**config.mk**
```make
export PLATFORM = sky130hd
export DESIGN_NAME = bumpy_ball_move
export DESIGN_NICKNAME = d
export VERILOG_FILES = /design/src/rtl/bumpy_ball_move.sv
export SDC_FILE = /design/constraint.sdc
export NUM_CORES = 1
export LEC_CHECK = 0
export CAP_MARGIN = 15
export CORE_MARGIN = 2
export CORE_UTILIZATION = 35
export CTS_BUF_LIST = sky130_fd_sc_hd__clkbuf_16
export DETAILED_ROUTE_END_ITERATION = 16
export GPL_TIMING_DRIVEN = 0
export MAX_ROUTING_LAYER = met4
export PLACE_DENSITY_LB_ADDON = 0.25
export SLEW_MARGIN = 20
export SYNTH_ARGS = -nofsm -noshare
export SYNTH_HDL_FRONTEND = slang
export SYNTH_SLANG_ARGS = --single-unit
```
**constraint.sdc**
```tcl
create_clock -name clk -period 4.85 [get_ports clk]
set_input_delay 0.97 -clock clk [delete_from_list [all_inputs] [get_ports clk]]
set_output_delay 0.97 -clock clk [all_outputs]
set_load 0.02 [all_outputs]
```
**src/rtl/bumpy_ball_move.sv**
```systemverilog
`default_nettype none
// ==========================================================================
// bumpy_ball_move : frame-rate X/Y sprite mover with GROUND/RISING/FALLING
// Optional macro HORIZONTAL_WRAP_EN : X wraps around instead of clamping.
// Rev 1.0
// ==========================================================================
module bumpy_ball_move #(
  parameter int INITIAL_X      = 100,
  parameter int INITIAL_Y      = 100,
  parameter int FRAC_BITS      = 6,
  parameter int POS_W          = 11,
  parameter int SPEED_W        = 16,
  parameter int SIDE_SPEED     = 128,
  parameter int JUMP_SPEED     = 400,
  parameter int GRAVITY        = 10,
  parameter int MAX_FALL_SPEED = 640,
  parameter int X_MAX          = 639,
  parameter int Y_MAX          = 479,
  parameter int OBJ_W          = 32,
  parameter int OBJ_H          = 32
) (
  input  logic                    clk,
  input  logic                    reset,
  input  logic                    startOfFrame,
  input  logic                    right,
  input  logic                    left,
  input  logic                    jump,
  input  logic                    collision,
  input  logic [3:0]              HitEdgeCode,
  output logic signed [POS_W-1:0] topLeftX,
  output logic signed [POS_W-1:0] topLeftY,
  output logic [1:0]              moveState
);

  localparam int PW = POS_W + FRAC_BITS + 1;
  localparam int SW = SPEED_W;
  localparam int CW = ((PW > SW) ? PW : SW) + 1;

  localparam logic signed [PW-1:0] c_X_INIT = PW'(INITIAL_X << FRAC_BITS);
  localparam logic signed [PW-1:0] c_Y_INIT = PW'(INITIAL_Y << FRAC_BITS);
  localparam logic signed [CW-1:0] c_X_LIM  = CW'((X_MAX + 1 - OBJ_W) << FRAC_BITS);
  localparam logic signed [CW-1:0] c_Y_LIM  = CW'((Y_MAX + 1 - OBJ_H) << FRAC_BITS);
  localparam logic signed [SW-1:0] c_SIDE   = SW'(SIDE_SPEED);
  localparam logic signed [SW-1:0] c_JUMP   = SW'(JUMP_SPEED);
  localparam logic signed [SW-1:0] c_GRAV   = SW'(GRAVITY);
  localparam logic signed [SW-1:0] c_MAXF   = SW'(MAX_FALL_SPEED);
  localparam logic signed [SW:0]   c_SAT_HI = (SW+1)'(2**(SW-1) - 1);
  localparam logic signed [SW:0]   c_SAT_LO = (SW+1)'(-(2**(SW-1)));

  typedef enum logic [1:0] {
    GROUND  = 2'd0,
    RISING  = 2'd1,
    FALLING = 2'd2
  } state_t;

  state_t                r_state, w_state;
  logic signed [PW-1:0]  r_posX, r_posY, w_posX, w_posY;
  logic signed [SW-1:0]  r_ySpeed, w_ySpeed, w_xSpeed;
  logic signed [CW-1:0]  w_xSum, w_ySum;
  logic [3:0]            r_hitLatch;
  logic                  r_jumpPend, r_jumpPrev;
  logic                  w_jumpEdge;

  function automatic logic signed [SW-1:0] sat_add(input logic signed [SW-1:0] a,
                                                   input logic signed [SW-1:0] b);
    logic signed [SW:0] s;
    s = {a[SW-1], a} + {b[SW-1], b};
    if (s > c_SAT_HI)      sat_add = c_SAT_HI[SW-1:0];
    else if (s < c_SAT_LO) sat_add = c_SAT_LO[SW-1:0];
    else                   sat_add = s[SW-1:0];
  endfunction

  assign w_jumpEdge = jump & ~r_jumpPrev;

  // Events seen on the frame cycle itself belong to the next frame.
  always_ff @(posedge clk) begin
    if (reset) begin
      r_hitLatch <= '0;
      r_jumpPend <= 1'b0;
      r_jumpPrev <= 1'b0;
    end else begin
      r_jumpPrev <= jump;
      if (startOfFrame) begin
        r_hitLatch <= collision ? HitEdgeCode : 4'b0000;
        r_jumpPend <= w_jumpEdge;
      end else begin
        if (collision)  r_hitLatch <= r_hitLatch | HitEdgeCode;
        if (w_jumpEdge) r_jumpPend <= 1'b1;
      end
    end
  end

  always_comb begin
    w_state  = r_state;
    w_ySpeed = r_ySpeed;
    w_xSpeed = '0;
    if (right && !left)      w_xSpeed = c_SIDE;
    else if (left && !right) w_xSpeed = -c_SIDE;
    if (r_hitLatch[3] && w_xSpeed[SW-1])                       w_xSpeed = '0;
    if (r_hitLatch[1] && !w_xSpeed[SW-1] && (w_xSpeed != '0)) w_xSpeed = '0;

    case (r_state)
      GROUND: begin
        if (r_jumpPend) begin
          w_ySpeed = -c_JUMP;
          w_state  = RISING;
        end else if (!r_hitLatch[0]) begin
          w_ySpeed = c_GRAV;
          w_state  = FALLING;
        end else begin
          w_ySpeed = '0;
        end
      end
      RISING: begin
        if (r_hitLatch[2]) begin
          w_ySpeed = '0;
          w_state  = FALLING;
        end else begin
          w_ySpeed = sat_add(r_ySpeed, c_GRAV);
          if (!w_ySpeed[SW-1]) w_state = FALLING;
        end
      end
      FALLING: begin
        if (r_hitLatch[0] && !r_ySpeed[SW-1]) begin
          w_ySpeed = '0;
          w_state  = GROUND;
        end else begin
          w_ySpeed = sat_add(r_ySpeed, c_GRAV);
          if (w_ySpeed > c_MAXF) w_ySpeed = c_MAXF;
        end
      end
      default: w_state = FALLING;
    endcase

    w_ySum = {{(CW-PW){r_posY[PW-1]}}, r_posY} + {{(CW-SW){w_ySpeed[SW-1]}}, w_ySpeed};
    w_xSum = {{(CW-PW){r_posX[PW-1]}}, r_posX} + {{(CW-SW){w_xSpeed[SW-1]}}, w_xSpeed};
    w_posY = w_ySum[PW-1:0];
    w_posX = w_xSum[PW-1:0];

    if (w_ySum > c_Y_LIM) begin
      w_posY   = c_Y_LIM[PW-1:0];
      w_ySpeed = '0;
      w_state  = GROUND;
    end else if (w_ySum[CW-1]) begin
      w_posY   = '0;
      w_ySpeed = '0;
      w_state  = FALLING;
    end

    // X speed is rebuilt from the levels every frame, so only position is bounded.
`ifdef HORIZONTAL_WRAP_EN
    if (w_xSum[CW-1])          w_posX = c_X_LIM[PW-1:0];
    else if (w_xSum > c_X_LIM) w_posX = '0;
`else
    if (w_xSum[CW-1])          w_posX = '0;
    else if (w_xSum > c_X_LIM) w_posX = c_X_LIM[PW-1:0];
`endif
  end

  always_ff @(posedge clk) begin
    if (reset) begin
      r_state  <= FALLING;
      r_posX   <= c_X_INIT;
      r_posY   <= c_Y_INIT;
      r_ySpeed <= '0;
    end else if (startOfFrame) begin
      r_state  <= w_state;
      r_posX   <= w_posX;
      r_posY   <= w_posY;
      r_ySpeed <= w_ySpeed;
    end
  end

  assign topLeftX  = r_posX[FRAC_BITS +: POS_W];
  assign topLeftY  = r_posY[FRAC_BITS +: POS_W];
  assign moveState = r_state;

endmodule
`default_nettype wire

```
==> results of run 1 <==
==> kinds of logic after synthesis <==
logic type               Yosys count  share of synthesized area (%)
AO/OA/AOI/OAI                    218                           33.7
AND/OR/NAND/NOR                  215                           22.4
buffers and inverters             80                           8.72
flip-flops                        53                           21.1
adder cells (fa/ha/maj)           33                           8.52
XOR/XNOR                          24                           4.19
multiplexers                       6                           1.32
other                              1                         0.0747
==> per-stage QoR <==
step	instance area (um^2)	instances	hold slack, ns
3_3_place_gp	5570	842	0.448
6_report	6910	895	0.459
3_5_place_dp	5580	843	0.460
4_1_cts	6230	871	0.477
5_1_grt	6910	895	0.491
2_1_floorplan	5020	630	0.432
==> flip-flops by register name, summed over array words and instances (netlist names) <==
signal and flops:
moveState 2, r_hitLatch 4, r_jumpPend 1, r_jumpPrev 1, r_posX 11, r_posY 18
r_ySpeed 16
==> power breakdown <==
part	switching, W	internal (W)
sequential	0.0000684	0.000499
combinational	0.000958	0.000838
clock	0.000185	0.000298
total	0.00121	0.00164
==> worst reg2reg max path: stages (launching register included) <==
cell	delay [ns]
sky130_fd_sc_hd__dfxtp_4	0.36
sky130_fd_sc_hd__ha_4	0.19
sky130_fd_sc_hd__o211ai_1	0.18
sky130_fd_sc_hd__buf_4	0.21
sky130_fd_sc_hd__buf_6	0.11
sky130_fd_sc_hd__or4_4	0.11
sky130_fd_sc_hd__o2111ai_4	0.13
sky130_fd_sc_hd__o31a_1	0.31
sky130_fd_sc_hd__buf_6	0.14
sky130_fd_sc_hd__o32ai_4	0.29
sky130_fd_sc_hd__nand2_1	0.13
sky130_fd_sc_hd__nand2_1	0.09
sky130_fd_sc_hd__ha_2	0.18
sky130_fd_sc_hd__inv_2	0.04
sky130_fd_sc_hd__fa_2	0.37
sky130_fd_sc_hd__nor2b_4	0.15
sky130_fd_sc_hd__o2111a_2	0.26
sky130_fd_sc_hd__o21ai_4	0.09
sky130_fd_sc_hd__a211o_1	0.30
sky130_fd_sc_hd__a211oi_4	0.26
sky130_fd_sc_hd__o31ai_4	0.13
sky130_fd_sc_hd__buf_6	0.14
sky130_fd_sc_hd__buf_8	0.13
sky130_fd_sc_hd__buf_6	0.13
sky130_fd_sc_hd__a221o_1	0.29
==> final cells by class <==
type,instances,area (um^2)
tap,180,225
fill,1285,7020
multi-input combinational,497,4190
sequential,53,1070
inverter,19,71.3
clock buffer,5,125
clock inverter,3,68.8
timing repair buffer,83,757
buffer,55,404
==> cell usage after synthesis (4+ instances only) <==
library cell / count
sky130_fd_sc_hd__buf_4: 24
sky130_fd_sc_hd__and4_1: 4
sky130_fd_sc_hd__a21o_1: 12
sky130_fd_sc_hd__nor2_1: 44
sky130_fd_sc_hd__ha_1: 31
sky130_fd_sc_hd__buf_6: 4
sky130_fd_sc_hd__nand2_1: 54
sky130_fd_sc_hd__o21ai_1: 4
sky130_fd_sc_hd__a41oi_1: 5
sky130_fd_sc_hd__nand3_1: 22
sky130_fd_sc_hd__o2bb2ai_1: 4
sky130_fd_sc_hd__a211oi_1: 5
sky130_fd_sc_hd__mux2i_1: 4
sky130_fd_sc_hd__or3_1: 5
sky130_fd_sc_hd__and3_1: 8
sky130_fd_sc_hd__xor2_1: 8
sky130_fd_sc_hd__nor3b_1: 4
sky130_fd_sc_hd__a21boi_0: 7
sky130_fd_sc_hd__nand2b_1: 5
sky130_fd_sc_hd__nor4_1: 4
sky130_fd_sc_hd__nor2b_1: 7
sky130_fd_sc_hd__o2111ai_1: 4
sky130_fd_sc_hd__xnor2_1: 16
sky130_fd_sc_hd__a22o_1: 4
sky130_fd_sc_hd__a21oi_1: 34
sky130_fd_sc_hd__buf_2: 12
sky130_fd_sc_hd__nor3_1: 13
sky130_fd_sc_hd__and2_1: 16
sky130_fd_sc_hd__o21bai_1: 4
sky130_fd_sc_hd__dfxtp_1: 53
sky130_fd_sc_hd__o21ai_0: 37
sky130_fd_sc_hd__nand4_1: 8
sky130_fd_sc_hd__clkbuf_1: 18
sky130_fd_sc_hd__a32o_1: 18
sky130_fd_sc_hd__a31oi_1: 8
sky130_fd_sc_hd__o211ai_1: 4
sky130_fd_sc_hd__o22ai_1: 4
sky130_fd_sc_hd__inv_1: 19
sky130_fd_sc_hd__a22oi_1: 6
==> cells in the final DEF (no fill, tap or decap), types with 5 or more instances in the layout <==
cell type,instances
sky130_fd_sc_hd__buf_4,67
sky130_fd_sc_hd__nand2_1,50
sky130_fd_sc_hd__dfxtp_1,48
sky130_fd_sc_hd__nor2_1,40
sky130_fd_sc_hd__clkdlybuf4s50_1,32
sky130_fd_sc_hd__o21ai_0,28
sky130_fd_sc_hd__a21oi_1,28
sky130_fd_sc_hd__ha_1,20
sky130_fd_sc_hd__inv_1,18
sky130_fd_sc_hd__nand3_1,18
sky130_fd_sc_hd__a32o_1,17
sky130_fd_sc_hd__xnor2_1,16
sky130_fd_sc_hd__buf_6,15
sky130_fd_sc_hd__and2_1,15
sky130_fd_sc_hd__clkbuf_1,12
sky130_fd_sc_hd__a21o_1,11
sky130_fd_sc_hd__nand4_1,8
sky130_fd_sc_hd__nor3_1,8
sky130_fd_sc_hd__o21ai_1,8
sky130_fd_sc_hd__xor2_1,7
sky130_fd_sc_hd__ha_4,7
sky130_fd_sc_hd__and3_1,6
sky130_fd_sc_hd__nand3_2,6
sky130_fd_sc_hd__nor3_2,6
sky130_fd_sc_hd__nor2b_1,6
sky130_fd_sc_hd__a22oi_1,6
sky130_fd_sc_hd__a31oi_1,6
sky130_fd_sc_hd__clkbuf_16,6
sky130_fd_sc_hd__nand2b_1,5
==> what timing repair did <==
action                     CTS  global route
setup buffers               23            26
setup endpoints to repair   33            33
gates cloned                 1             1
hold endpoints to repair     0             0
gates resized for setup     78           111
pin swaps                   34            47
==> worst max-delay path by stage <==
stage	start	endpoint	slack [ns]	cells after the start
floorplan	r_ySpeed[2]$_SDFFE_PP0P_	r_posY[8]$_SDFFE_PP1P_	0.06	21
global placement	r_ySpeed[2]$_SDFFE_PP0P_	r_posY[8]$_SDFFE_PP1P_	-1.05	21
detailed placement	r_ySpeed[2]$_SDFFE_PP0P_	r_posY[8]$_SDFFE_PP1P_	-1.00	21
CTS	r_ySpeed[1]$_SDFFE_PP0P_	moveState[1]$_SDFFE_PP1P_	-0.04	24
global route	r_ySpeed[4]$_SDFFE_PP0P_	r_ySpeed[14]$_SDFFE_PP0P_	-0.23	24
finish	r_ySpeed[2]$_SDFFE_PP0P_	r_posY[8]$_SDFFE_PP1P_	0.03	24
==> metal layers <==
layer	GRT usage, %	wire length [um]	up-vias
li1	-	-	2535
met1	29.4	7580	2558
met2	38.0	8470	211
met3	3.07	945	36
met4	6.61	371	0
met5	-	0	-
==> out/metrics.sh, run 1 <==
CP-START-KIND='flop'
STAGE_DELAY_OF_THE_SLOWEST_CELL_ON_THE_CRITICAL_PATH_NS=0.37
FINAL.MIN_CLOCK_PERIOD_NS=4.82
CORE_UM2=13900
SYNTH_AREA_LEADERS='sky130_fd_sc_hd__dfxtp_1, sky130_fd_sc_hd__ha_1, sky130_fd_sc_hd__nand2_1, sky130_fd_sc_hd__o21ai_0, sky130_fd_sc_hd__a32o_1'
WORST-R2R-CELL-COUNT=24
CTS_MAX_PATH_BUFFERS=2
WORST-SETUP-PATH-TYPE='flop to flop'
WORST_PIN_SLEW_NS=0.962
CPLARGESTDELAYFAMILY='compound AO/OA/AOI/OAI gates'
SYNTH_SEQ_AREA_SHARE_PCT=21.1
CTS_ROOT_BUF='sky130_fd_sc_hd__clkbuf_16'
CTS_TREE='done'
SLEW_HEADROOM_PCT=35.6
P_TOTAL_W=0.00285
TRITONCTS_NUM_SINKS=53
RUN_STATUS='finished, final reports clean'
DIE_HEIGHT_UM=124
FRACTION_OF_THE_CORE_AREA_COVERED_BY_CELLS_AT_THE_END_OF_THE_FLOW_PCT=49.6
SHARE_OF_CELLS_ABOVE_DRIVE_STRENGTH_1_PCT=31.0
VIA_COUNT_OF_THE_FIRST_GLOBAL_ROUTING_PASS=5061
NETLIST_AREA_UM2=5020
WORSTHOLDENDPOINT='r_posY[5]$_SDFFE_PP0P_'
P_LEAK_nW=2.76
PLACE_WS_NS=-1.00
ARRIVAL_WORST_ENDPOINT_NS=5.01
AREA_DELTA_SYNTH_FINAL_PCT=37.6
NETLIST.AREA_LEADER.SHARE_PCT=21.1
IR_DROP_uV=195
INSERTION_DELAY_NS=0.30
ANTENNA_FOUND_INITIAL=0
GP_CONGESTION=0.926
VIAS=5340
MAPPEDNETLISTNETS=674
SYN-MEAN-INSTANCE-AREA_UM2=7.97
SYNTH-MAIN-FF-CELL='sky130_fd_sc_hd__dfxtp_1'
CRITICAL_PATH_FANOUTS_MAX=7
SYNTHESIS.INSTANCES=630
TIMING.MAX_CAP.VIOLATIONS=0
HOLD_PATH_DEPTH=2
SYNTH.DISTINCT_CELLS=96
CPMAXSTAGEDELAYCELL='sky130_fd_sc_hd__fa_2'
DRC=0
CLOCK_TREE.HTREE_LEVEL_COUNT=2
RSZ_0062_RAISED_AFTER_GLOBAL_ROUTING='true'
TOTAL_CTS_BUFFERS=5
FIN_CRIT_SH_PCT=99.4
GRT_START_MAX_NET_PINS=18
DIE_W_UM=124
PORT_BUFFERS=32
CLK_TRANSITION_REPORTED_PATHS_NS=0.08
WORST_CLOCK_SKEW_NS=0.00629
DOMINANT_CELL_TYPE_BY_AREA_AFTER_SYNTHESIS='sky130_fd_sc_hd__dfxtp_1'
SYNTH_ENABLE_FLOP_CELLS=0
FINALSETUPVIOLCOUNT=0
ASYNCSETRESETFLOPFRACSYNTH_PCT=0
AVGVIACOUNTPERCELL=5.97
NUMBER_OF_ENDPOINTS_WITH_NEGATIVE_HOLD_SLACK_IN_THE_FINAL_REPORT=0
CLOCK.FMAX_MHz=207
REPORT.FINAL.SLEW_VIOL_COUNT=0
POST_LAYOUT_NETS=758
TIMING.CRITICAL_PATH.CELLS='ha_4 -> o211ai_1 -> buf_4 -> buf_6 -> or4_4 -> o2111ai_4 -> o31a_1 -> buf_6 -> o32ai_4 -> nand2_1 -> nand2_1 -> ha_2 -> inv_2 -> fa_2 -> nor2b_4 -> o2111a_2 -> o21ai_4 -> a211o_1 -> a211oi_4 -> o31ai_4 -> buf_6 -> buf_8 -> buf_6 -> a221o_1'
DIEAREA_UM2=15300
DR.FIRST_ITER.DRC_COUNT=374
NUMBER_OF_BUFFER_AND_INVERTER_STAGES_ON_THE_CRITICAL_PATH=7
DRT_FIRST_PASS_ITERS=5
WL_PER_CELL_UM=19.4
YS_FF_LATCH=53
REG2REG_SLACK_NS=0.03
YOSYS_WARNINGS=0
NUM_ANTENNA_CELLS=0
FIN_SETUP_TNS_NS=0
BOUNDARYPINS=35
WORST_HOLD_PATH_TYPE='flop to flop'
POWER_PER_CELL_AREA_nW_PER_UM2=412
GRT_PASS1_WL_UM=26800
GRT_USE_TOTAL_PCT=23.0
INITIAL_UTILIZATION_PCT=36.0
ANT_NETS=0
CRITPATHMOSTFREQUENTCELL='sky130_fd_sc_hd__buf_6'
ROUTED_WL_UM=17400
HPWLAFTERDP_UM=12200
REQUIRED_TIME_OF_THE_CRITICAL_PATH_NS=5.04
R2R_START='r_ySpeed[2]$_SDFFE_PP0P_'
RR_ENDPOINT='r_posY[8]$_SDFFE_PP1P_'
WORST_MIN_PATH_START='r_posY[5]$_SDFFE_PP0P_'
NUM_ROWS=43
CTS_HOLD_REPAIR.BUFFERS=0
ENDPOINT_KIND='flop'
LAYOUT_SETUP_WS_NS=0.0285
OVERFLOW=0
No activity file was read; power rests on OpenSTA's default activity.
==> run 2: changes to the inputs <==
- RECOVER_POWER: unset -> 25
==> run 2 against run 1 <==
Effect of this change: sequential share of layout area is the same; die area unchanged; design area stayed put; core utilization unchanged; combinational power hardly changed; flip-flop and latch count unchanged; worst hold slack about the same; wire length about the same; largest cell class unchanged; largest power group unchanged.
==> out/metrics.sh, run 2 (synthesis results as in run 1) <==
ENDPOINT_KIND='flop'
ROUTED_WL_UM=17400  # about the same
INITIAL_UTILIZATION_PCT=36.0  # unchanged
TRITONCTS_NUM_SINKS=53  # unchanged
VIA_COUNT_OF_THE_FIRST_GLOBAL_ROUTING_PASS=5061  # unchanged
DRC=0  # unchanged
AVGVIACOUNTPERCELL=5.98  # +0.21%
FINAL_COMMON_CELL='sky130_fd_sc_hd__buf_4'
WORST_PIN_SLEW_NS=0.925  # -0.0375 ns
ARRIVAL_WORST_ENDPOINT_NS=5.01  # about the same
REPORT.FINAL.SLEW_VIOL_COUNT=0  # unchanged
AREA_DELTA_SYNTH_FINAL_PCT=37.6  # unchanged
DIE_HEIGHT_UM=124  # unchanged
PORT_BUFFERS=32  # unchanged
GRT_START_MAX_NET_PINS=18  # unchanged
DRT_FIRST_PASS_ITERS=5  # unchanged
P_TOTAL_W=0.00284  # -0.15%
CTS_MAX_PATH_BUFFERS=2  # unchanged
CLK_TRANSITION_REPORTED_PATHS_NS=0.08  # about the same
CTS_HOLD_REPAIR.BUFFERS=0  # unchanged
NUMBER_OF_ENDPOINTS_WITH_NEGATIVE_HOLD_SLACK_IN_THE_FINAL_REPORT=0  # unchanged
CORE_UM2=13900  # unchanged
WORST_HOLD_PATH_TYPE='flop to flop'
WORST-SETUP-PATH-TYPE='flop to flop'
CRITICAL_PATH_FANOUTS_MAX=10  # +3
GP_CONGESTION=0.926  # unchanged
TIMING.MAX_CAP.VIOLATIONS=0  # unchanged
LARGEST_REG_FLOPS=18  # unchanged
SHARE_OF_CELLS_ABOVE_DRIVE_STRENGTH_1_PCT=31.0  # unchanged
HIGHEST_COUNT_CELLS_IN_THE_LAYOUT_IGNORING_FILL_AND_TAPS='sky130_fd_sc_hd__buf_4, sky130_fd_sc_hd__nand2_1, sky130_fd_sc_hd__dfxtp_1, sky130_fd_sc_hd__nor2_1, sky130_fd_sc_hd__clkdlybuf4s50_1'
TOTAL_CTS_BUFFERS=5  # unchanged
FINALSETUPVIOLCOUNT=0  # unchanged
DIEAREA_UM2=15300  # unchanged
DR.FIRST_ITER.DRC_COUNT=374  # unchanged
CTS_ROOT_BUF='sky130_fd_sc_hd__clkbuf_16'
LARGESTREGISTERS='r_posY: 18 flops, r_ySpeed: 16 flops, r_posX: 11 flops'
POST_LAYOUT_NETS=758  # unchanged
WORST_CLOCK_SKEW_NS=0.00692  # +0.000629 ns
WL_PER_CELL_UM=19.4  # about the same
CTS_TREE='done'
SLEW_HEADROOM_PCT=38.1  # +2.5 points
FIN_CRIT_SH_PCT=99.5  # +0.11 points
REGISTERS.TOP_BY_FF_COUNT='r_posY'
VIAS=5351  # +0.21%
REQUIRED_TIME_OF_THE_CRITICAL_PATH_NS=5.04  # about the same
BOUNDARYPINS=35  # unchanged
FINAL.MIN_CLOCK_PERIOD_NS=4.83  # +0.00515 ns
POWER_PER_CELL_AREA_nW_PER_UM2=411  # -0.15%
DIE_W_UM=124  # unchanged
FRACTION_OF_THE_CORE_AREA_COVERED_BY_CELLS_AT_THE_END_OF_THE_FLOW_PCT=49.6  # unchanged
NUM_ROWS=43  # unchanged
INSERTION_DELAY_NS=0.30  # about the same
HPWLAFTERDP_UM=12200  # unchanged
ANTENNA_FOUND_INITIAL=0  # unchanged
ANT_NETS=0  # unchanged
GRT_PASS1_WL_UM=26800  # unchanged
GRT_USE_TOTAL_PCT=23.0  # unchanged
OVERFLOW=0  # unchanged
CP-START-KIND='flop'
CLOCK.FMAX_MHz=207  # -0.11%
CLOCK_TREE.HTREE_LEVEL_COUNT=2  # unchanged
AREA.SEQUENTIAL_UM2=1070  # unchanged
RSZ_0062_RAISED_AFTER_GLOBAL_ROUTING='true'
IR_DROP_uV=192  # -1.6%
NUM_ANTENNA_CELLS=0  # unchanged
REG2REG_SLACK_NS=0.02  # about the same
MULTI_INPUT_AREA_UM2=4190  # unchanged
RUN_STATUS='finished, final reports clean'
P_LEAK_nW=2.76  # about the same
COUNT_OF_FILLER_CELLS_INSERTED_IN_THE_LAYOUT=1285  # unchanged
## run 2: final cells by class
cell class | count | area share [%]
multi-input cells | 497 | 60.6
flip-flops and latches | 53 | 15.5
repair buffers | 83 | 11.0
plain buffers | 55 | 5.85
well taps | 180 | 3.26
clock buffers | 5 | 1.81
inverters | 19 | 1.03
clock inverters | 3 | 0.995
## run 2: layer usage
metal  wire length [um]  GRT usage, %  part of all wire (%)  vias to the layer above
li1                   -             -                     -                     2529
met1               7520          29.4                    43                     2551
met2               8490          38.0                    49                      231
met3                989          3.07                   5.7                       40
met4                373          6.61                   2.1                        0
met5                  0             -                     0                        -
## run 2: repair_timing
item,CTS,global route
pin swaps,34,47
resized for setup,78,111
gates cloned,1,1
setup buffers,23,26
endpoints found under the setup margin,33,33
## run 2: worst max-delay path: stages (launching register included)
cell	delay (ns)
sky130_fd_sc_hd__dfxtp_4	0.37
sky130_fd_sc_hd__ha_4	0.19
sky130_fd_sc_hd__o211ai_1	0.10
sky130_fd_sc_hd__buf_4	0.19
sky130_fd_sc_hd__buf_6	0.12
sky130_fd_sc_hd__or4_4	0.42
sky130_fd_sc_hd__o2111ai_4	0.22
sky130_fd_sc_hd__o31a_1	0.17
sky130_fd_sc_hd__buf_6	0.13
sky130_fd_sc_hd__o31ai_4	0.08
sky130_fd_sc_hd__buf_6	0.15
sky130_fd_sc_hd__and2_1	0.18
sky130_fd_sc_hd__ha_1	0.28
sky130_fd_sc_hd__buf_4	0.17
sky130_fd_sc_hd__and4_4	0.26
sky130_fd_sc_hd__nor2_2	0.06
sky130_fd_sc_hd__a221oi_4	0.31
sky130_fd_sc_hd__a221o_1	0.22
sky130_fd_sc_hd__mux2_4	0.31
sky130_fd_sc_hd__o21a_4	0.14
sky130_fd_sc_hd__buf_8	0.13
sky130_fd_sc_hd__and4_1	0.17
sky130_fd_sc_hd__a221o_1	0.32
## run 2: path summary, 6_finish.rpt
path         cells after the start                      from                endpoint
min reg2reg                      2    r_posY[5]$_SDFFE_PP0P_  r_posY[5]$_SDFFE_PP0P_
max                             22  r_ySpeed[2]$_SDFFE_PP0P_  r_posY[8]$_SDFFE_PP1P_
max reg2reg                     22  r_ySpeed[2]$_SDFFE_PP0P_  r_posY[8]$_SDFFE_PP1P_
min                              2    r_posY[5]$_SDFFE_PP0P_  r_posY[5]$_SDFFE_PP0P_
## run 2: through the flow
step | setup TNS (ns) | cell area [um^2] | setup slack [ns] | hold WS [ns] | std cells
finish | 0 | 6910 | 0.0234 | 0.459 | 895
CTS | -0.100 | 6230 | -0.0446 | 0.477 | 871
detailed placement | -29.64 | 5580 | -1.00 | 0.460 | 843
global route | -4.08 | 6910 | -0.228 | 0.491 | 895
global placement | -33.30 | 5570 | -1.05 | 0.448 | 842
floorplan | 0 | 5020 | 0.0618 | 0.432 | 630
## run 2: power breakdown
part | total [W] | leakage, nW | internal [W] | switching [W]
clock | 0.000481 | 0.0944 | 0.000298 | 0.000183
sequential | 0.000568 | 0.435 | 0.000499 | 0.0000684
combinational | 0.00179 | 2.23 | 0.000836 | 0.000957
total | 0.00284 | 2.76 | 0.00163 | 0.00121
==> run 3: changes to the inputs <==
- CTS_CLUSTER_DIAMETER: unset -> 30
==> results of run 3 <==
Same layout as run 2: the final DEF is identical, and so are final timing and power.
